<file path="config.mk">
export PLATFORM = sky130hd
export DESIGN_NAME = d2x4_seq
export DESIGN_NICKNAME = d
export VERILOG_FILES = /design/src/rtl/d2x4_seq.sv
export SDC_FILE = /design/constraint.sdc
export NUM_CORES = 1
export LEC_CHECK = 0
export CORE_AREA = 10 10 47 49
export CTS_CLUSTER_DIAMETER = 200
export DETAILED_ROUTE_END_ITERATION = 7
export DIE_AREA = 0 0 57 59
export DONT_BUFFER_PORTS = 1
export GPL_TIMING_DRIVEN = 0
export PLACE_DENSITY = 0.41
export SLEW_MARGIN = 20
export SYNTH_ARGS = -nofsm -noshare
export SYNTH_HDL_FRONTEND = slang
export SYNTH_SLANG_ARGS = --single-unit
</file>
<file path="constraint.sdc">
create_clock -name clk -period 0.88 [get_ports clk]
set_input_delay 0.088 -clock clk [delete_from_list [all_inputs] [get_ports clk]]
set_output_delay 0.088 -clock clk [all_outputs]
set_load 0.01 [all_outputs]
</file>
<file path="src/rtl/d2x4_seq.sv">
// Registered one-hot decoder with an optional automatic code sweep.
// The sweep FSM is compiled in only when D2X4_SEQ_SWEEP_EN is defined.
module d2x4_seq #(
    parameter int SEL_W = 2
) (
    input  logic                    clk,
    input  logic                    rst_n,
    input  logic                    en,
    input  logic [SEL_W-1:0]        sel,
    input  logic                    in_valid,
    output logic                    in_ready,
    input  logic                    sweep_start,
    output logic [(2**SEL_W)-1:0]   D,
    output logic                    out_valid,
    output logic                    busy,
    output logic                    sweep_done
);

    localparam int OUT_W = 2**SEL_W;

    logic [OUT_W-1:0] d_q, d_d;
    logic             out_valid_q, out_valid_d;

    assign D         = d_q;
    assign out_valid = out_valid_q;

`ifdef D2X4_SEQ_SWEEP_EN
    typedef enum logic {IDLE, SWEEP} state_t;

    localparam logic [SEL_W-1:0] CNT_LAST = SEL_W'(OUT_W - 1);

    state_t           state_q, state_d;
    logic [SEL_W-1:0] cnt_q, cnt_d;

    assign busy       = (state_q == SWEEP);
    assign in_ready   = en & ~busy & ~sweep_start;
    // out_valid_q is low while a blanked sweep waits to resume, so no early pulse.
    assign sweep_done = busy & out_valid_q & (cnt_q == CNT_LAST);

    always_comb begin
        state_d     = state_q;
        cnt_d       = cnt_q;
        d_d         = d_q;
        out_valid_d = out_valid_q;
        if (!en) begin
            d_d         = '0;
            out_valid_d = 1'b0;
        end else begin
            case (state_q)
                IDLE: begin
                    if (sweep_start) begin
                        state_d     = SWEEP;
                        cnt_d       = '0;
                        d_d         = OUT_W'(1);
                        out_valid_d = 1'b1;
                    end else if (in_valid) begin
                        d_d         = OUT_W'(1) << sel;
                        out_valid_d = 1'b1;
                    end
                end
                SWEEP: begin
                    if (!out_valid_q) begin
                        // Resuming after a blanked interval: re-show the held code.
                        d_d         = OUT_W'(1) << cnt_q;
                        out_valid_d = 1'b1;
                    end else if (cnt_q == CNT_LAST) begin
                        state_d = IDLE;
                    end else begin
                        cnt_d = cnt_q + 1'b1;
                        d_d   = OUT_W'(1) << cnt_d;
                    end
                end
                default: state_d = IDLE;
            endcase
        end
    end

    always_ff @(posedge clk or negedge rst_n) begin
        if (!rst_n) begin
            state_q <= IDLE;
            cnt_q   <= '0;
        end else begin
            state_q <= state_d;
            cnt_q   <= cnt_d;
        end
    end
`else
    logic unused_sweep;

    assign unused_sweep = sweep_start;
    assign busy         = 1'b0;
    assign sweep_done   = 1'b0;
    assign in_ready     = en;

    always_comb begin
        d_d         = d_q;
        out_valid_d = out_valid_q;
        if (!en) begin
            d_d         = '0;
            out_valid_d = 1'b0;
        end else if (in_valid) begin
            d_d         = OUT_W'(1) << sel;
            out_valid_d = 1'b1;
        end
    end
`endif

    always_ff @(posedge clk or negedge rst_n) begin
        if (!rst_n) begin
            d_q         <= '0;
            out_valid_q <= 1'b0;
        end else begin
            d_q         <= d_d;
            out_valid_q <= out_valid_d;
        end
    end

endmodule
</file>
==> flow_summary_export.csv, run 1 <==
group,metric,value,unit
status,status,"finished, final reports clean",
yosys,synthMostInstantiatedCell,"dfrtp_1",
place,place_area,260.3,µm²
power_and_ir_drop,p_int,0.4528,mW
yosys,netlist_top_cells_count,"dfrtp_1 (5), o2bb2ai_1 (4), buf_4 (3)",
yosys,ys_seq_elements,5,
die,start_util,0.1688,
worst_setup_path,cp_max_fo,4,
cells_and_area,drive_gt1_frac,0.2581,
sta,fmax,1251,MHz
cells_and_area,fin_area,346.6,µm²
routing,wl_met3,146,µm
place,finalWeightedCongestion,0.6343,
routing,drt_pre_antenna_iters,4,
sta,post-route-min-period,799.3,ps
die,core_area,1401,µm²
yosys,ys_types,10,
yosys,yosys_most_used_dff,"dfrtp_1",
yosys,netlist.area_leader.share,0.5291,
sta,hold_violations,0,
sta,fin_crit_sh,0.9083,
clock_tree,cts_resized,0,
power_and_ir_drop,seq_power_share,0.426,
yosys,ys_seq_area_frac,0.5291,
clock_tree,insertion_delay,240,ps
cells_and_area,multi_input_area,92.59,µm²
die,std_cell_rows,14,
global_route,grt_pass1_wl,945,µm
yosys,yosys_warnings,0,
routing,ant_nets,0,
global_route,grt_pass1_vias,203,
clock_tree,cts_tree,"yes",
worst_setup_path,worst-setup-path-type,"in2reg",
clock_tree,path_clk_slew,50,ps
global_route,grt_start_max_net_pins,6,
routing,top_layer,"met3",
sta,rsz0062_at_grt,"false",
worst_hold_path,worst_hold_startpoint,"sel[0]",
yosys,async_flop_share,1.000,
clock_tree,ctsLongestPathBuffers,2,
place,port_buffers,0,
power_and_ir_drop,p_leak,0.1543,nW
global_route,grt_usage,0.03990,
routing,wl,635,µm
routing,via_per_inst,3.915,
worst_setup_path,end_kind,"flip-flop",
power_and_ir_drop,max-vdd-ir-drop,708.2,µV
run,cap_violations,0,
worst_setup_path,regToRegStartpoint,"out_valid",
cells_and_area,regArea,125.1,µm²
routing,wl_met2,207,µm
die,ios,15,
worst_setup_path,worst-r2r-setup-slack,170,ps
die,die_h,59,µm
worst_setup_path,cp-startpoint,"in_valid",
die,dieWidth,57,µm
power_and_ir_drop,powerDensity,1717,nW/µm²
clock_tree,cts.sinks,5,
sta,finalSetupViolations,0,
cells_and_area,nFillCells,161,
yosys,synth_edf_count,0,
routing,wire_per_inst,13.51,µm
worst_setup_path,worstPathRequired,1050,ps
worst_setup_path,crit_path_start_kind,"primary input",
cells_and_area,fin_nets,39,
worst_setup_path,path_cells,"dlygate4sd3_1 > nor2b_4 > o2bb2ai_1",
power_and_ir_drop,clock_power_share,0.459,
routing,dr.first_iter.drc_count,5,
yosys,synth_area_per_cell,11.82,µm²
clock_tree,post_cts_buffers,0,
clock_tree,cts-buffers-inserted,3,
yosys,yosysTopAreaCell,"dfrtp_1",
yosys,netlist_area,236.5,µm²
worst_setup_path,crit_slowest_cell,"dlygate4sd3_1",
sta,setup_tns,0,ps
cells_and_area,num_antenna_cells,0,
routing,num_vias,184,
global_route,antenna_found_initial,0,
worst_hold_path,hold_class,"in2reg",
power_and_ir_drop,swShare,0.2392,
power_and_ir_drop,power_frac_comb,0.115,
yosys,ys_top_cells_by_area,"dfrtp_1 (53%), o2bb2ai_1 (15%), buf_4 (9.5%)",
global_route,grt_remaining_overflow,0,
clock_tree,cts_max_level,1,
sta,maxSlewViolCount,0,
cells_and_area,area_growth,46.56,%
worst_setup_path,cpPeakStageDelay,590,ps
sta,skew,0,ps
worst_setup_path,arrival,970,ps
die,dieArea,3363,µm²
clock_tree,root_buffer,"clkbuf_4",
routing,drcViolationCount,0,
power_and_ir_drop,power.switching,0.1423,mW
routing,m1WireLength,281,µm
yosys,netlist_instances,20,
per-stage QoR:
| stage | power [mW] | util | instances | setup slack (ps) | hold slack (ps) |
|---|---|---|---|---|---|
| floorplan | 0.2902 | - | 21 | 205.3 | -207.6 |
| global placement | 0.2956 | 0.1857 | 37 | 184.3 | -207.4 |
| detailed placement | 0.2972 | 0.1857 | 37 | 176.0 | -207.4 |
| CTS | 0.6032 | 0.2402 | 46 | 111.9 | 4.885 |
| global route | 0.6453 | 0.2473 | 47 | 69.60 | 6.951 |
| finish | 0.5951 | 0.2473 | 47 | 80.71 | 15.05 |
cells in the final DEF (no fill, tap or decap), drive strengths merged:
master,count
nor2b,1
or2,1
o21a,1
o2bb2ai,4
clkbuf,4
buf,3
nand2b,2
conb,2
dlygate4sd3,6
nand2,2
dfrtp,5
worst max-delay path, delay by kind of cell:
family          cells  cell delay (ps)
compound gates      1              120
simple gates        1              170
buf+inv             1              590
flip-flops by register name, summed over array words and instances, names as in the netlist:
register and cells:
D 4, out_valid 1
final timing paths:
| check | end | cells after the start |
|---|---|---|
| worst max register to register | out_valid | 1 |
| worst max-delay path | D[1] | 3 |
| min in group asynchronous | out_valid | 1 |
| worst min-delay path | D[2] | 2 |
| worst min register to register | out_valid | 1 |
| max in group asynchronous | D[1] | 1 |
power by group through the flow:
stage | logic (mW) | clock network (mW) | registers (mW)
6_report | 0.0683 | 0.273 | 0.254
5_1_grt | 0.0732 | 0.317 | 0.255
4_1_cts | 0.0630 | 0.286 | 0.254
3_5_place_dp | 0.0401 | 0 | 0.257
3_3_place_gp | 0.0384 | 0 | 0.257
2_1_floorplan | 0.0360 | 0 | 0.254
routing by layer:
| metal | vias to the layer above | GRT usage |
|---|---|---|
| met5 | - | 0 |
| met4 | 0 | 0.02013 |
| met3 | 0 | 0.05794 |
| met1 | 81 | 0.04077 |
| met2 | 16 | 0.03876 |
| li1 | 87 | - |
kinds of logic (layout without fill, tap and decap cells):
group / Yosys count / count (layout) / share of synthesized area
flops: 5 / 5 / 0.5291
other cells: 1 / 2 / 0.01586
buf+inv: 3 / 13 / 0.09523
compound gates: 5 / 5 / 0.1799
simple gates: 6 / 6 / 0.1799
area by class of cell:
class	count	area share
sequential	5	0.3610
multi-input combinational	13	0.2671
timing repair buffer	6	0.1733
clock buffer	4	0.07581
buffer	3	0.06498
tap	16	0.05776
what timing repair did:
item	CTS	global route
hold endpoints to repair	9	1
hold buffers	5	1
endpoints found under the setup margin	0	0
Power figures use the tool's default switching activity.
==> inputs of run 2 (changes only) <==
--- a/config.mk
+++ b/config.mk
@@ -14,2 +14,3 @@
 export PLACE_DENSITY = 0.41
+export RECOVER_POWER = 25
 export SLEW_MARGIN = 20
==> constraint.sdc (replaced) <==
create_clock -name clk -period 0.88 [get_ports clk]
set_input_delay 0.22 -clock clk [delete_from_list [all_inputs] [get_ports clk]]
set_output_delay 0.22 -clock clk [all_outputs]
set_load 0.01 [all_outputs]
==> flow_summary_export.csv, run 2 (synthesis gave the netlist of run 1 again) <==
group,metric,value,unit
global_route,grt_usage,0.03856,
power_and_ir_drop,power_frac_comb,0.083,
global_route,grt_remaining_overflow,0,
worst_setup_path,cp_max_fo,2,
worst_setup_path,worst-r2r-setup-slack,180,ps
routing,wire_per_inst,13.74,µm
worst_setup_path,arrival,670,ps
clock_tree,ctsLongestPathBuffers,2,
routing,drt_pre_antenna_iters,3,
routing,via_per_inst,3.881,
global_route,grt_pass1_vias,193,
power_and_ir_drop,seq_power_share,0.443,
worst_hold_path,hold_depth,1,
sta,rsz0062_at_grt,"true",
worst_setup_path,rr_worst_depth,1,
worst_setup_path,crit_path_start_kind,"flip-flop",
clock_tree,cts-buffers-inserted,3,
power_and_ir_drop,clock_power_share,0.474,
sta,worst_slack,-11.70,ps
cells_and_area,fin_nets,34,
routing,ant_nets,0,
routing,dr.first_iter.drc_count,6,
die,dieWidth,57,µm
cells_and_area,largest_reg_flops,4,
power_and_ir_drop,p_leak,0.1334,nW
clock_tree,cts.sinks,5,
cells_and_area,layout_commonest_cell,"dfrtp_1",
sta,fmax,1121,MHz
worst_hold_path,min_to,"out_valid",
sta,maxSlewViolCount,0,
clock_tree,cts_resized,0,
power_and_ir_drop,powerDensity,1932,nW/µm²
die,dieArea,3363,µm²
routing,drcViolationCount,0,
place,finalWeightedCongestion,0.6343,
global_route,grt_start_max_net_pins,6,
run,cap_violations,0,
cells_and_area,area_growth,25.40,%
status,status,"finished with violations",
global_route,antenna_found_initial,0,
worst_setup_path,r2r-end,"out_valid",
worst_setup_path,worst-setup-path-type,"reg2out",
place,port_buffers,0,
clock_tree,insertion_delay,240,ps
global_route,grt_pass1_wl,890,µm
power_and_ir_drop,total_power,0.5730,mW
die,ios,15,
clock_tree,cts_max_level,1,
worst_setup_path,path_depth,0,
worst_hold_path,worst_hold_startpoint,"en",
die,die_h,59,µm
worst_setup_path,worstPathRequired,660,ps
power_and_ir_drop,power.switching,0.1349,mW
cells_and_area,mostFrequentLayoutCells,"dfrtp_1 (5), o2bb2ai_1 (4), buf_4 (3), clkbuf_4 (3)",
routing,num_vias,163,
clock_tree,path_clk_slew,50,ps
die,start_util,0.1688,
sta,finalSetupViolations,2,
power_and_ir_drop,p_int,0.4381,mW
sta,fin_crit_sh,1.013,
status,violations,"negative setup slack",
cells_and_area,num_antenna_cells,0,
die,std_cell_rows,14,
power_and_ir_drop,max-vdd-ir-drop,701.2,µV
worst_hold_path,hold_class,"in2reg",
cells_and_area,post-route-util,0.2116,
cells_and_area,fin_area,296.5,µm²
die,core_area,1401,µm²
clock_tree,cts_tree,"yes",
worst_setup_path,regToRegStartpoint,"out_valid",
routing,wl,577,µm
clock_tree,root_buffer,"clkbuf_4",
worst_setup_path,end_kind,"output pin",
sta,post-route-min-period,891.7,ps
sta,hold_violations,0,
cells_and_area,drive_gt1_frac,0.3077,
power_and_ir_drop,swShare,0.2353,
sta,skew,0,ps
place,place_area,260.3,µm²
==> run 2: through the flow <==
| stage | instances | TNS, ps | setup slack, ps | hold slack (ps) |
|---|---|---|---|---|
| floorplan | 21 | 0 | 205.3 | -75.59 |
| global placement | 37 | 0 | 184.3 | -75.40 |
| detailed placement | 37 | 0 | 176.0 | -75.36 |
| CTS | 42 | -59.27 | -20.15 | 88.86 |
| global route | 42 | -179.9 | -40.60 | 78.58 |
| finish | 42 | -13.96 | -11.70 | 98.16 |
==> run 2: what timing repair did <==
action	in CTS	in global routing
hold endpoints to repair	5	0
endpoints found under the setup margin	5	5
hold buffers	1	0
setup buffers	0	0
pin swaps	0	0
==> run 2: final cells by class <==
class                      count  area, µm²
timing repair buffer           1      10.01
buffer                         3      22.52
clock buffer                   4      26.28
multi-input combinational     13      92.59
sequential                     5      125.1
fill                         167       1105
tap                           16      20.02
==> run 2: metal layers <==
| layer | track usage | vias up | part of all wire |
|---|---|---|---|
| met4 | 0.02013 | 0 | 0 |
| li1 | - | 75 | - |
| met1 | 0.03469 | 74 | 0.39 |
| met3 | 0.06438 | 0 | 0.29 |
| met2 | 0.03721 | 14 | 0.32 |
| met5 | 0 | - | 0 |
==> run 2: power groups by stage <==
stage	Sequential (mW)	Combinational, mW	Clock, mW
after CTS	0.254	0.0478	0.286
after global routing	0.255	0.0516	0.317
after floorplan	0.254	0.0360	0
after global placement	0.257	0.0384	0
after detailed placement	0.257	0.0401	0
final	0.254	0.0476	0.272
==> run 2: worst max path at each step <==
| stage | from | end | slack [ps] |
|---|---|---|---|
| 3_3_place_gp | out_valid | out_valid | 180 |
| 2_1_floorplan | out_valid | out_valid | 210 |
| 6_report | D[0] | D[0] | -10 |
| 5_1_grt | D[2] | D[2] | -40 |
| 3_5_place_dp | out_valid | out_valid | 180 |
| 4_1_cts | D[0] | D[0] | -20 |
